**config.mk**
```make
export PLATFORM = sky130hd
export DESIGN_NAME = subreg_rd_resp
export DESIGN_NICKNAME = d
export VERILOG_FILES = /design/src/rtl/subreg_rd_resp.sv
export SDC_FILE = /design/constraint.sdc
export NUM_CORES = 1
export LEC_CHECK = 0
export ABC_CLOCK_PERIOD_IN_PS = 4890
export BUFFER_PORTS_ARGS = -buffer_cell sky130_fd_sc_hd__buf_4
export CAP_MARGIN = 10
export CORE_AREA = 2 2 135 137
export CTS_CLUSTER_DIAMETER = 40
export DETAILED_ROUTE_END_ITERATION = 7
export DIE_AREA = 0 0 137 139
export PLACE_DENSITY = 0.53
export SYNTH_ARGS = -nofsm -noshare
export SYNTH_HDL_FRONTEND = slang
export SYNTH_SLANG_ARGS = --single-unit
```
**constraint.sdc**
```tcl
create_clock -name clk_i -period 4.89 [get_ports clk_i]
set_input_delay 0.978 -clock clk_i [delete_from_list [all_inputs] [get_ports clk_i]]
set_output_delay 0.978 -clock clk_i [all_outputs]
set_load 0.02 [all_outputs]
```
**src/rtl/subreg_rd_resp.sv**
```systemverilog
// Read responder for a software register bank: internal regs served from reg_q_i, external regs via strobe/ack with timeout.
// Latency: internal/illegal response valid 1 cycle after accept; external response valid 1 cycle after ack (or timeout).
// Backpressure: one transaction in flight; req_ready low until the response handshakes, response held while rsp_ready_i=0.
//
// Ports:
//   clk_i, rst_i                 clock, asynchronous active-high reset
//   req_valid_i/req_ready_o      read request handshake, req_addr_i = register index
//   rsp_valid_o/rsp_ready_i      response handshake, rsp_data_o/rsp_err_o = payload
//   reg_q_i                      flattened register values, reg i at [i*DW +: DW]
//   rc_clr_o                     one-cycle clear for read-to-clear regs (accept cycle)
//   ext_re_o                     one-cycle read strobe for external regs (accept cycle)
//   ext_rdata_i, ext_ack_i       external read completion
module subreg_rd_resp #(
    parameter int                 NumRegs       = 8,
    parameter int                 DW            = 32,
    parameter int                 AW            = 3,
    parameter logic [NumRegs-1:0] ExtMask       = '0,
    parameter logic [NumRegs-1:0] RcMask        = '0,
    parameter int                 TimeoutCycles = 16
) (
    input  logic                  clk_i,
    input  logic                  rst_i,
    input  logic                  req_valid_i,
    output logic                  req_ready_o,
    input  logic [AW-1:0]         req_addr_i,
    output logic                  rsp_valid_o,
    input  logic                  rsp_ready_i,
    output logic [DW-1:0]         rsp_data_o,
    output logic                  rsp_err_o,
    input  logic [NumRegs*DW-1:0] reg_q_i,
    output logic [NumRegs-1:0]    rc_clr_o,
    output logic [NumRegs-1:0]    ext_re_o,
    input  logic [DW-1:0]         ext_rdata_i,
    input  logic                  ext_ack_i
);

    localparam int            CW       = $clog2(TimeoutCycles);
    localparam logic [CW-1:0] CNT_LAST = CW'(TimeoutCycles - 1);

    typedef enum logic [1:0] {
        IDLE,
        EXT_WAIT,
        RESP
    } state_t;

    state_t        state, state_n;
    logic [CW-1:0] cnt, cnt_n;
    logic [DW-1:0] data_q, data_n;
    logic          err_q, err_n;

    logic          accept;
    logic          hit;
    logic          hit_ext;
    logic [DW-1:0] sel_q;
    logic [NumRegs-1:0] rc_vec;
    logic [NumRegs-1:0] ext_vec;

    // Gating with rst_i keeps the strobes and ready quiet while reset is held,
    // even though the state register already sits in IDLE.
    assign accept = (state == IDLE) && req_valid_i && !rst_i;

    // Address decode: any address not matching a register index is illegal.
    // External registers never get an RC clear, whatever RcMask says.
    always_comb begin
        hit     = 1'b0;
        hit_ext = 1'b0;
        sel_q   = '0;
        rc_vec  = '0;
        ext_vec = '0;
        for (int i = 0; i < NumRegs; i++) begin
            if (req_addr_i == AW'(i)) begin
                hit        = 1'b1;
                hit_ext    = ExtMask[i];
                sel_q      = reg_q_i[i*DW +: DW];
                ext_vec[i] = accept && ExtMask[i];
                rc_vec[i]  = accept && RcMask[i] && !ExtMask[i];
            end
        end
    end

    always_ff @(posedge clk_i or posedge rst_i) begin
        if (rst_i) begin
            state  <= IDLE;
            cnt    <= '0;
            data_q <= '0;
            err_q  <= 1'b0;
        end else begin
            state  <= state_n;
            cnt    <= cnt_n;
            data_q <= data_n;
            err_q  <= err_n;
        end
    end

    always_comb begin
        state_n = state;
        cnt_n   = cnt;
        data_n  = data_q;
        err_n   = err_q;
        case (state)
            IDLE: begin
                if (req_valid_i) begin
                    if (!hit) begin
                        state_n = RESP;
                        data_n  = '0;
                        err_n   = 1'b1;
                    end else if (hit_ext) begin
                        state_n = EXT_WAIT;
                        cnt_n   = '0;
                    end else begin
                        // Pre-clear value: the RC clear lands in the register a cycle later.
                        state_n = RESP;
                        data_n  = sel_q;
                        err_n   = 1'b0;
                    end
                end
            end
            EXT_WAIT: begin
                // Ack is tested first so an ack on the last allowed cycle still succeeds.
                if (ext_ack_i) begin
                    state_n = RESP;
                    data_n  = ext_rdata_i;
                    err_n   = 1'b0;
                end else if (cnt == CNT_LAST) begin
                    state_n = RESP;
                    data_n  = '0;
                    err_n   = 1'b1;
                end else begin
                    cnt_n = cnt + CW'(1);
                end
            end
            RESP: begin
                if (rsp_ready_i) begin
                    state_n = IDLE;
                end
            end
            default: state_n = IDLE;
        endcase
    end

    assign req_ready_o = (state == IDLE) && !rst_i;
    assign rsp_valid_o = (state == RESP);
    assign rsp_data_o  = data_q;
    assign rsp_err_o   = err_q;
    assign rc_clr_o    = rc_vec;
    assign ext_re_o    = ext_vec;

endmodule

```
# == Yosys cells after proc, flatten, opt, wreduce, memory -nomap -nowiden ==
# Cells that the tools add are included.
# classes
order_cmp,0
mul,0
div_mod_pow,0
bitwise_logic,2
add_sub_neg,1
n_eq_ne,13
shifts,0
muxes,31
reduce_logical,8
# ops
cell,n
2-to-1 mux 32 bit,12
one-hot mux 32 bit (2 select lines),1
"equality test 3 bit, second input constant",4
2-to-1 mux 1 bit,12
AND reduction 3 bit,3
2-to-1 mux 2 bit,4
"equality test 3 x 2 -> 1 bit, second input constant",2
one-hot mux 2 bit (3 select lines),1
"adder 4 x 1 -> 4 bit, second input constant",1
"equality test 4 bit, second input constant",1
"equality test 3 x 1 -> 1 bit, second input constant",1
logical NOT 3 bit,1
"inequality test 3 bit, second input constant",1
"equality test 2 x 1 -> 1 bit, second input constant",1
"equality test 2 bit, second input constant",1
logical NOT 2 bit,1
"inequality test 2 x 1 -> 1 bit, second input constant",1
"inequality test 2 bit, second input constant",1
inverter 1 bit,2
one-hot mux 1 bit (2 select lines),1
nonzero test 2 bit,1
logical AND 1 bit,1
logical NOT 1 bit,1
# totals
n_memories,0
latch_bits,0
mem_bits_ro,0
ram_bits,0
ff_bits,39
out_inout_bits,51

# == Depth between registers and ports, before layout ==
# Gate-level depths: netlist of the first run.
# logic_depth
depth_word,12
depth_mapped,8
ltp_nobuf,4

# == Least setup slack after synthesis of the first run ==
# No wires, ideal clock.
# synth_path
path_type,input -> output
start,input rst_i
end,output req_ready_o
stages,1
arrival_ns,1.258
required_time_ns,3.912
setup_slack_ns,2.654
n_path_buf,0
cell_sequence,nor2_1
# synth_between
elab_chain_cells,2
# synth_lines
element,line_no,source
"start, declared",22,"input logic rst_i,"
logical NOT 1 bit,141,assign req_ready_o = (state == IDLE) && !rst_i;
logical AND 1 bit,141,
"end, declared",24,"output logic req_ready_o,"
# No other way between the ends.

# == Worst setup path after layout of the first run ==
# layout_path
start,input req_addr_i[0]
end,"register data_q[24], in the netlist rsp_data_o[24]"
# layout_between
elab_chain_cells,12
word_cells_on_any_way,27
# layout_lines
element,line_no,source
"start, declared",25,"input logic [AW-1:0] req_addr_i,"
logical NOT 3 bit,71,if (req_addr_i == AW'(i)) begin
2-to-1 mux 32 bit / 2-to-1 mux 1 bit (equally long branches) (8 in a row),71,
2-to-1 mux 32 bit (*),103,if (!hit) begin
2-to-1 mux 32 bit (*),102,if (req_valid_i) begin
one-hot mux 32 bit (2 select lines) (*),100,case (state)
"end signal, assigned",90,data_q <= data_n;
"end, declared",48,"logic [DW-1:0] data_q, data_n;"
# Mark *: on every way between the ends. The rest lies on a longest branch, timed or not. The select of a mux whose other input is x is not followed.
# A chain may end at the register's enable or synchronous reset.

==> key figures, run 1 <==
Routing
  – First-pass iteration count of the detailed router: 4
  – Routed Wire Length: 18,700 um
  – Wirelength per Cell: approximately 18 um
  – DRC Markers: 0
  – Vias: 5,121
  – Initial drt markers: 192
  – Via-per-instance ratio: 4.97
  – DRT antenna net count: 0

Yosys
  – Synth Register Bits: 34
  – Mean Syn Cell Area: ~7.5 sq um
  – Synthesized-area fraction occupied by adder cells: 0
  – Complex-gate fraction of the synthesized area: 0.405
  – Post-Synthesis Cells: roughly 550
  – Post-synthesis mux area share: 0.0923
  – Synth Warn #: 0
  – Cell Area, Synth: 0.00413 sq mm
  – Simple-gate share of the synthesized area: 0.117
  – Post-synthesis cell type count: 40
  – Seq/Total Area, Yosys: 0.206
  – Largest family of logic cells by synthesized area: compound AO/OA/AOI/OAI gates
  – Post-Synth XOR/XNOR Area: 0

Clock tree
  – CTS Sinks: 34
  – CTS tree: built
  – Root Buffer Master: clkbuf_16
  – Resized Gates After CTS: 0
  – Clock buffer depth: 2
  – Clock-pin slew on the worst setup and hold paths: 0.06 ns
  – CTS H-tree lvls: 2
  – Setup repair bufs after CTS: 0
  – TritonCTS buffer count: 5
  – Clk_lat worst skew: 0.29 ns
  – Post-cts hold buffer count: 0

Worst setup path
  – Critical Path AT: around 3.2 ns
  – Top delay family on crit path: buffers and inverters
  – Setup crit end kind: flop
  – Critical Path Max Stage Delay: 0.60 ns
  – Critical path peak fanout: 80
  – CP max-delay cell: buf_4
  – CP Data Required Time: 5.06 ns
  – Worst setup SP type: input port
  – CP bufs+invs: 3
  – CP dominant cell by count: buf_4
  – Crit-path cells: buf_4 -> inv_2 -> or3_1 -> buf_4 -> o221ai_1 -> a31oi_1
  – WS Path Type: input port to flop

STA
  – Fmax achieved: 0.333 GHz
  – Slew HR: 0.324
  – RSZ-0062 raised after global routing: no
  – Fin crit share: 0.614
  – Skew final: 0.00371 ns
  – Worst-Margin Slew: 1.01 ns
  – Slew Viols, Final: 0
  – Minimum clock period: 3.00 ns
  – TNS Setup: 0 ns
  – Final setup fails: 0
  – Fin. Hold Viols: 0

Pwr
  – P per Cell Area: 226 mW/mm^2
  – Worst vdd ir: 0.113 mV
  – Logic gate share of total power: 0.505
  – Cell leakage power: 3.10 nW
  – Internal: around 0.9 mW
  – Total design power: 1.44 mW
  – Total net switching power: ~0.54 mW
  – Flop pwr share: 0.275
  – Sw Ratio: 0.373
  – Clock Power Share: 0.220

Floorplan
  – CORE AREA: around 0.018 sq mm
  – Starting density of the core: 0.234
  – Horiz. Die Dim: 137 um
  – Die ar.: 0.0190 sq mm
  – Top Ports: 347
  – Core Rows: 49
  – Die Span Y: approximately 140 um

Cells and area
  – Commonest non-fill, non-tap cells in the layout: 304 x buf_4, 68 x o21ai_0, 58 x inv_1
  – Fillers: 1,924
  – Most common cell after layout, fill and taps aside: buf_4
  – FF+latch area: ~850 sq um
  – Fraction of layout cells with a size suffix above 1: 0.432
  – Syn-to-layout area delta: 54.6%
  – Nets@finish: 1,097
  – Footprint of the multi-input gates: around 0.0026 sq mm
  – N_diodes: 0

Global routing
  – Vias in the first global route: 5,075
  – Gr usage total: 0.190
  – Pin count of the biggest net entering global routing: roughly 80
  – GRT overflow: 0
  – First-pass GRT wire length: ~28,000 um
  – Initial antenna violation count: 0

Min path
  – Worst Hold Class: flop to flop

Placement
  – Port bufs: 297
  – HPWL Detailed: 13,600 um
  – Routability cong.: between 0.7 and 0.8

Status
  – Status: complete, no violations

Job
  – Max-Cap Viols: 0
-- Yosys cell counts --
| cell type | count | area (sq um) |
|---|---|---|
| a21o_1 | 19 | 143 |
| a21oi_1 | 53 | 265 |
| a221o_1 | 5 | 50.1 |
| a31oi_1 | 19 | 119 |
| and2_1 | 1 | 6.26 |
| and3_1 | 7 | 43.8 |
| and3b_1 | 1 | 8.76 |
| buf_1 | 1 | 3.75 |
| buf_12 | 1 | 20.0 |
| buf_2 | 21 | 105 |
| buf_4 | 19 | 143 |
| buf_6 | 13 | 146 |
| buf_8 | 1 | 15.0 |
| clkbuf_1 | 22 | 82.6 |
| conb_1 | 1 | 3.75 |
| dfrtp_1 | 34 | 851 |
| inv_1 | 59 | 221 |
| inv_2 | 1 | 3.75 |
| mux2_2 | 15 | 169 |
| mux2i_1 | 10 | 100 |
| mux4_2 | 5 | 113 |
| nand2_1 | 22 | 82.6 |
| nand2b_1 | 3 | 18.8 |
| nand2b_2 | 5 | 43.8 |
| nand2b_4 | 1 | 13.8 |
| nand4b_1 | 1 | 8.76 |
| nor2_1 | 20 | 75.1 |
| nor2b_1 | 15 | 93.8 |
| nor3_1 | 13 | 65.1 |
| nor3b_1 | 1 | 7.51 |
| o2111ai_1 | 17 | 149 |
| o2111ai_2 | 2 | 30.0 |
| o211ai_1 | 21 | 158 |
| o21ai_0 | 68 | 340 |
| o221ai_1 | 14 | 123 |
| o221ai_2 | 5 | 75.1 |
| o22ai_1 | 34 | 213 |
| o32ai_1 | 1 | 8.76 |
| or2_4 | 1 | 8.76 |
| or3_1 | 1 | 6.26 |
-- path summary, 6_finish.rpt --
check                              start              to  slack, ns  cells after the start
max in group asynchronous          rst_i  rsp_data_o[22]       3.69                      3
min                            rsp_err_o       rsp_err_o       0.50                      1
min reg2reg                    rsp_err_o       rsp_err_o       0.50                      1
min in group asynchronous          rst_i        state[1]       0.83                      3
max reg2reg                     state[1]  rsp_data_o[24]       2.92                      5
max                        req_addr_i[0]  rsp_data_o[24]       1.89                      6
-- per-layer routing --
metal,global-route usage,wire length [um],vias up
met1,0.236,7640,2393
met5,0,0,-
met2,0.328,9360,207
met3,0.0446,1430,21
met4,0.0488,308,0
li1,-,-,2500
-- flip-flops by register name (all words and copies together) (netlist names) --
signal,flops
rsp_data_o,32
state,1
rsp_err_o,1
-- power groups by stage --
stage | Combinational (mW) | Sequential [mW] | Clock, mW
2_1_floorplan | 0.307 | 0.486 | 0
3_3_place_gp | 0.732 | 0.399 | 0
3_5_place_dp | 0.734 | 0.401 | 0
4_1_cts | 0.736 | 0.397 | 0.327
5_1_grt | 0.791 | 0.405 | 0.339
6_report | 0.729 | 0.397 | 0.317
-- logic make-up (layout without fill, tap and decap cells) --
family	after synthesis	after routing
flip-flops	34	34
multiplexers	30	30
AND/OR/NAND/NOR	92	92
other	1	16
AO/OA/AOI/OAI	258	258
buffers and inverters	138	371
-- final cells by class --
| cell class | instances | area share |
|---|---|---|
| Clock buffer | 7 | 0.0208 |
| Inverter | 60 | 0.0353 |
| Multi-Input combinational cell | 396 | 0.409 |
| Sequential cell | 34 | 0.133 |
| Tap cell | 229 | 0.0449 |
| Timing Repair Buffer | 304 | 0.357 |
-- through the flow --
| stage | hold WS [ns] | cells | instance area [sq um] | util | worst slack, ns |
|---|---|---|---|---|---|
| global route | 0.525 | 1030 | 6390 | 0.362 | 1.68 |
| detailed placement | 0.503 | 1023 | 6250 | 0.354 | 1.55 |
| CTS | 0.516 | 1030 | 6390 | 0.362 | 1.85 |
| finish | 0.504 | 1030 | 6390 | 0.362 | 1.89 |
| floorplan | 0.604 | 568 | 4190 | - | 2.65 |
| global placement | 0.482 | 1023 | 6250 | 0.354 | 1.53 |
-- worst register-to-register path, stage by stage (launching register included) --
cell,delay (ns)
dfrtp_1,0.46
nand2b_4,0.38
or3_1,0.43
buf_4,0.28
o221ai_1,0.25
a31oi_1,0.06
Note: power is estimated with default switching activity, not from simulation.
==> run 2, diff against run 1 <==
--- a/config.mk
+++ b/config.mk
@@ -5,14 +5,14 @@
 export SDC_FILE = /design/constraint.sdc
 export NUM_CORES = 1
 export LEC_CHECK = 0
-export ABC_CLOCK_PERIOD_IN_PS = 4890
+export ABC_CLOCK_PERIOD_IN_PS = 2700
 export BUFFER_PORTS_ARGS = -buffer_cell sky130_fd_sc_hd__buf_4
 export CAP_MARGIN = 10
 export CORE_AREA = 2 2 135 137
 export CTS_CLUSTER_DIAMETER = 40
 export DETAILED_ROUTE_END_ITERATION = 7
 export DIE_AREA = 0 0 137 139
-export PLACE_DENSITY = 0.53
+export PLACE_DENSITY = 0.55
 export SYNTH_ARGS = -nofsm -noshare
 export SYNTH_HDL_FRONTEND = slang
 export SYNTH_SLANG_ARGS = --single-unit
==> constraint.sdc (replaced) <==
create_clock -name clk_i -period 2.7 [get_ports clk_i]
set_input_delay 0.54 -clock clk_i [delete_from_list [all_inputs] [get_ports clk_i]]
set_output_delay 0.54 -clock clk_i [all_outputs]
set_load 0.02 [all_outputs]
==> key figures, run 2 (synthesized netlist as in run 1, its figures left out) <==
Cells and area
  – Cell area after layout: approximately 0.0065 sq mm
  – FF+latch area: 851 sq um
  – Syn-to-layout area delta: 58.2%
  – Footprint of the multi-input gates: 0.00261 sq mm
  – Final std cells w/o fill: 1,045
  – Nets@finish: between 1k and 1.5k
  – Fillers: 1,896
  – Most common cell after layout, fill and taps aside: buf_4
  – N_diodes: 0
  – Largest register FFs: 32
  – Fraction of layout cells with a size suffix above 1: 0.444
  – Commonest non-fill, non-tap cells in the layout: 316 x buf_4, 68 x o21ai_0, 58 x inv_1

Pwr
  – Clock Power Share: 0.215
  – Sw Ratio: 0.368
  – Internal: 1.66 mW
  – Total net switching power: 0.964 mW
  – Flop pwr share: 0.275
  – P per Cell Area: 401 mW/mm^2
  – Logic gate share of total power: 0.510
  – Worst vdd ir: 0.189 mV
  – Cell leakage power: approximately 3.2 nW

Placement
  – HPWL Detailed: approximately 14,000 um
  – DP Area: 0.00640 sq mm
  – Port bufs: 297
  – Placed cells: 1,038
  – Routability cong.: 0.799

Global routing
  – Initial antenna violation count: 0
  – First-pass GRT wire length: 28,300 um
  – Vias in the first global route: 5,065
  – Pin count of the biggest net entering global routing: 54
  – Gr usage total: 0.192
  – GRT overflow: 0

Routing
  – Via-per-instance ratio: 4.92
  – DRC Markers: 0
  – Vias: 5,145
  – First-pass iteration count of the detailed router: 4
  – Initial drt markers: 301
  – DRT antenna net count: 0
  – Routed Wire Length: 18,900 um
  – Wirelength per Cell: between 15 and 20 um

STA
  – Fin crit share: 0.692
  – Slew Viols, Final: 0
  – Minimum clock period: 1.87 ns
  – Worst-Margin Slew: 0.853 ns
  – Skew final: approximately 0.0048 ns
  – Fin. Hold Viols: 0
  – Final setup fails: 0
  – Slew HR: 0.430
  – RSZ-0062 raised after global routing: no
  – TNS Setup: 0 ns
  – Fmax achieved: around 0.54 GHz

Min path
  – Worst Hold Class: input port to flop

Floorplan
  – Core Rows: 49
  – CORE AREA: 0.0177 sq mm
  – Horiz. Die Dim: 137 um
  – Starting density of the core: 0.234
  – Die ar.: between 0.015 and 0.02 sq mm
  – Die Span Y: 139 um
  – Top Ports: 347

Worst setup path
  – Critical path peak fanout: 23
  – Critical Path AT: 2.03 ns
  – Setup crit end kind: flop
  – Worst setup SP type: input port
  – CP Data Required Time: 2.86 ns
  – WS Path Type: input port to flop

Clock tree
  – CTS tree: built
  – Clock-pin slew on the worst setup and hold paths: 0.06 ns
  – TritonCTS buffer count: 5
  – CTS H-tree lvls: 2
  – Clock buffer depth: 2
  – Resized Gates After CTS: 0
  – Setup repair bufs after CTS: 0
  – Clk_lat worst skew: a little under 0.3 ns
  – CTS Sinks: 34
  – Root Buffer Master: clkbuf_16
  – Post-cts hold buffer count: 0

Status
  – Status: complete, no violations

Job
  – Max-Cap Viols: 0
==> run 2: metrics by stage <==
step	hold slack, ns	worst slack (ns)	total power [mW]	utilization
floorplan	0.604	0.998	1.44	-
global placement	0.477	0.497	2.07	0.363
detailed placement	0.487	0.479	2.08	0.363
CTS	0.410	0.787	2.67	0.370
global route	0.449	0.675	2.80	0.370
finish	0.425	0.831	2.62	0.370
==> run 2: worst paths after layout <==
check	end	slack, ns	cells after the start	startpoint
setup / recovery	rsp_data_o[10]	0.83	6	req_addr_i[0]
hold / removal	state[1]	0.43	2	rsp_ready_i
setup reg to reg	rsp_data_o[10]	0.97	5	state[1]
hold reg to reg	rsp_err_o	0.51	1	rsp_err_o
max in group asynchronous	rsp_data_o[21]	1.71	2	rst_i
min in group asynchronous	rsp_data_o[5]	0.45	2	rst_i
==> run 2: area by class of cell <==
class	instances	area share
tap	229	0.0438
timing repair buffer	319	0.372
sequential	34	0.130
inverter	60	0.0344
clock buffer	7	0.0203
multi-input combinational	396	0.399
==> run 2: routing by layer <==
metal | vias up | share of wire | global-route usage
met1 | 2383 | 0.40 | 0.233
met4 | 0 | 0.016 | 0.0467
met5 | - | 0 | 0
met2 | 210 | 0.51 | 0.343
li1 | 2531 | - | -
met3 | 21 | 0.074 | 0.0402
==> run 2: critical path, cell delays in order <==
cell      delay, ns
buf_4          0.28
inv_2          0.26
or3_1          0.44
buf_4          0.23
o221ai_1       0.19
a31oi_1        0.07
==> run 2: power by group through the flow <==
stage               sequential [mW]  combinational [mW]  clock, mW
floorplan                     0.881               0.556          0
global placement              0.725                1.35          0
detailed placement            0.731                1.35          0
CTS                           0.722                1.35      0.597
global route                  0.737                1.45      0.609
finish                        0.721                1.34      0.563
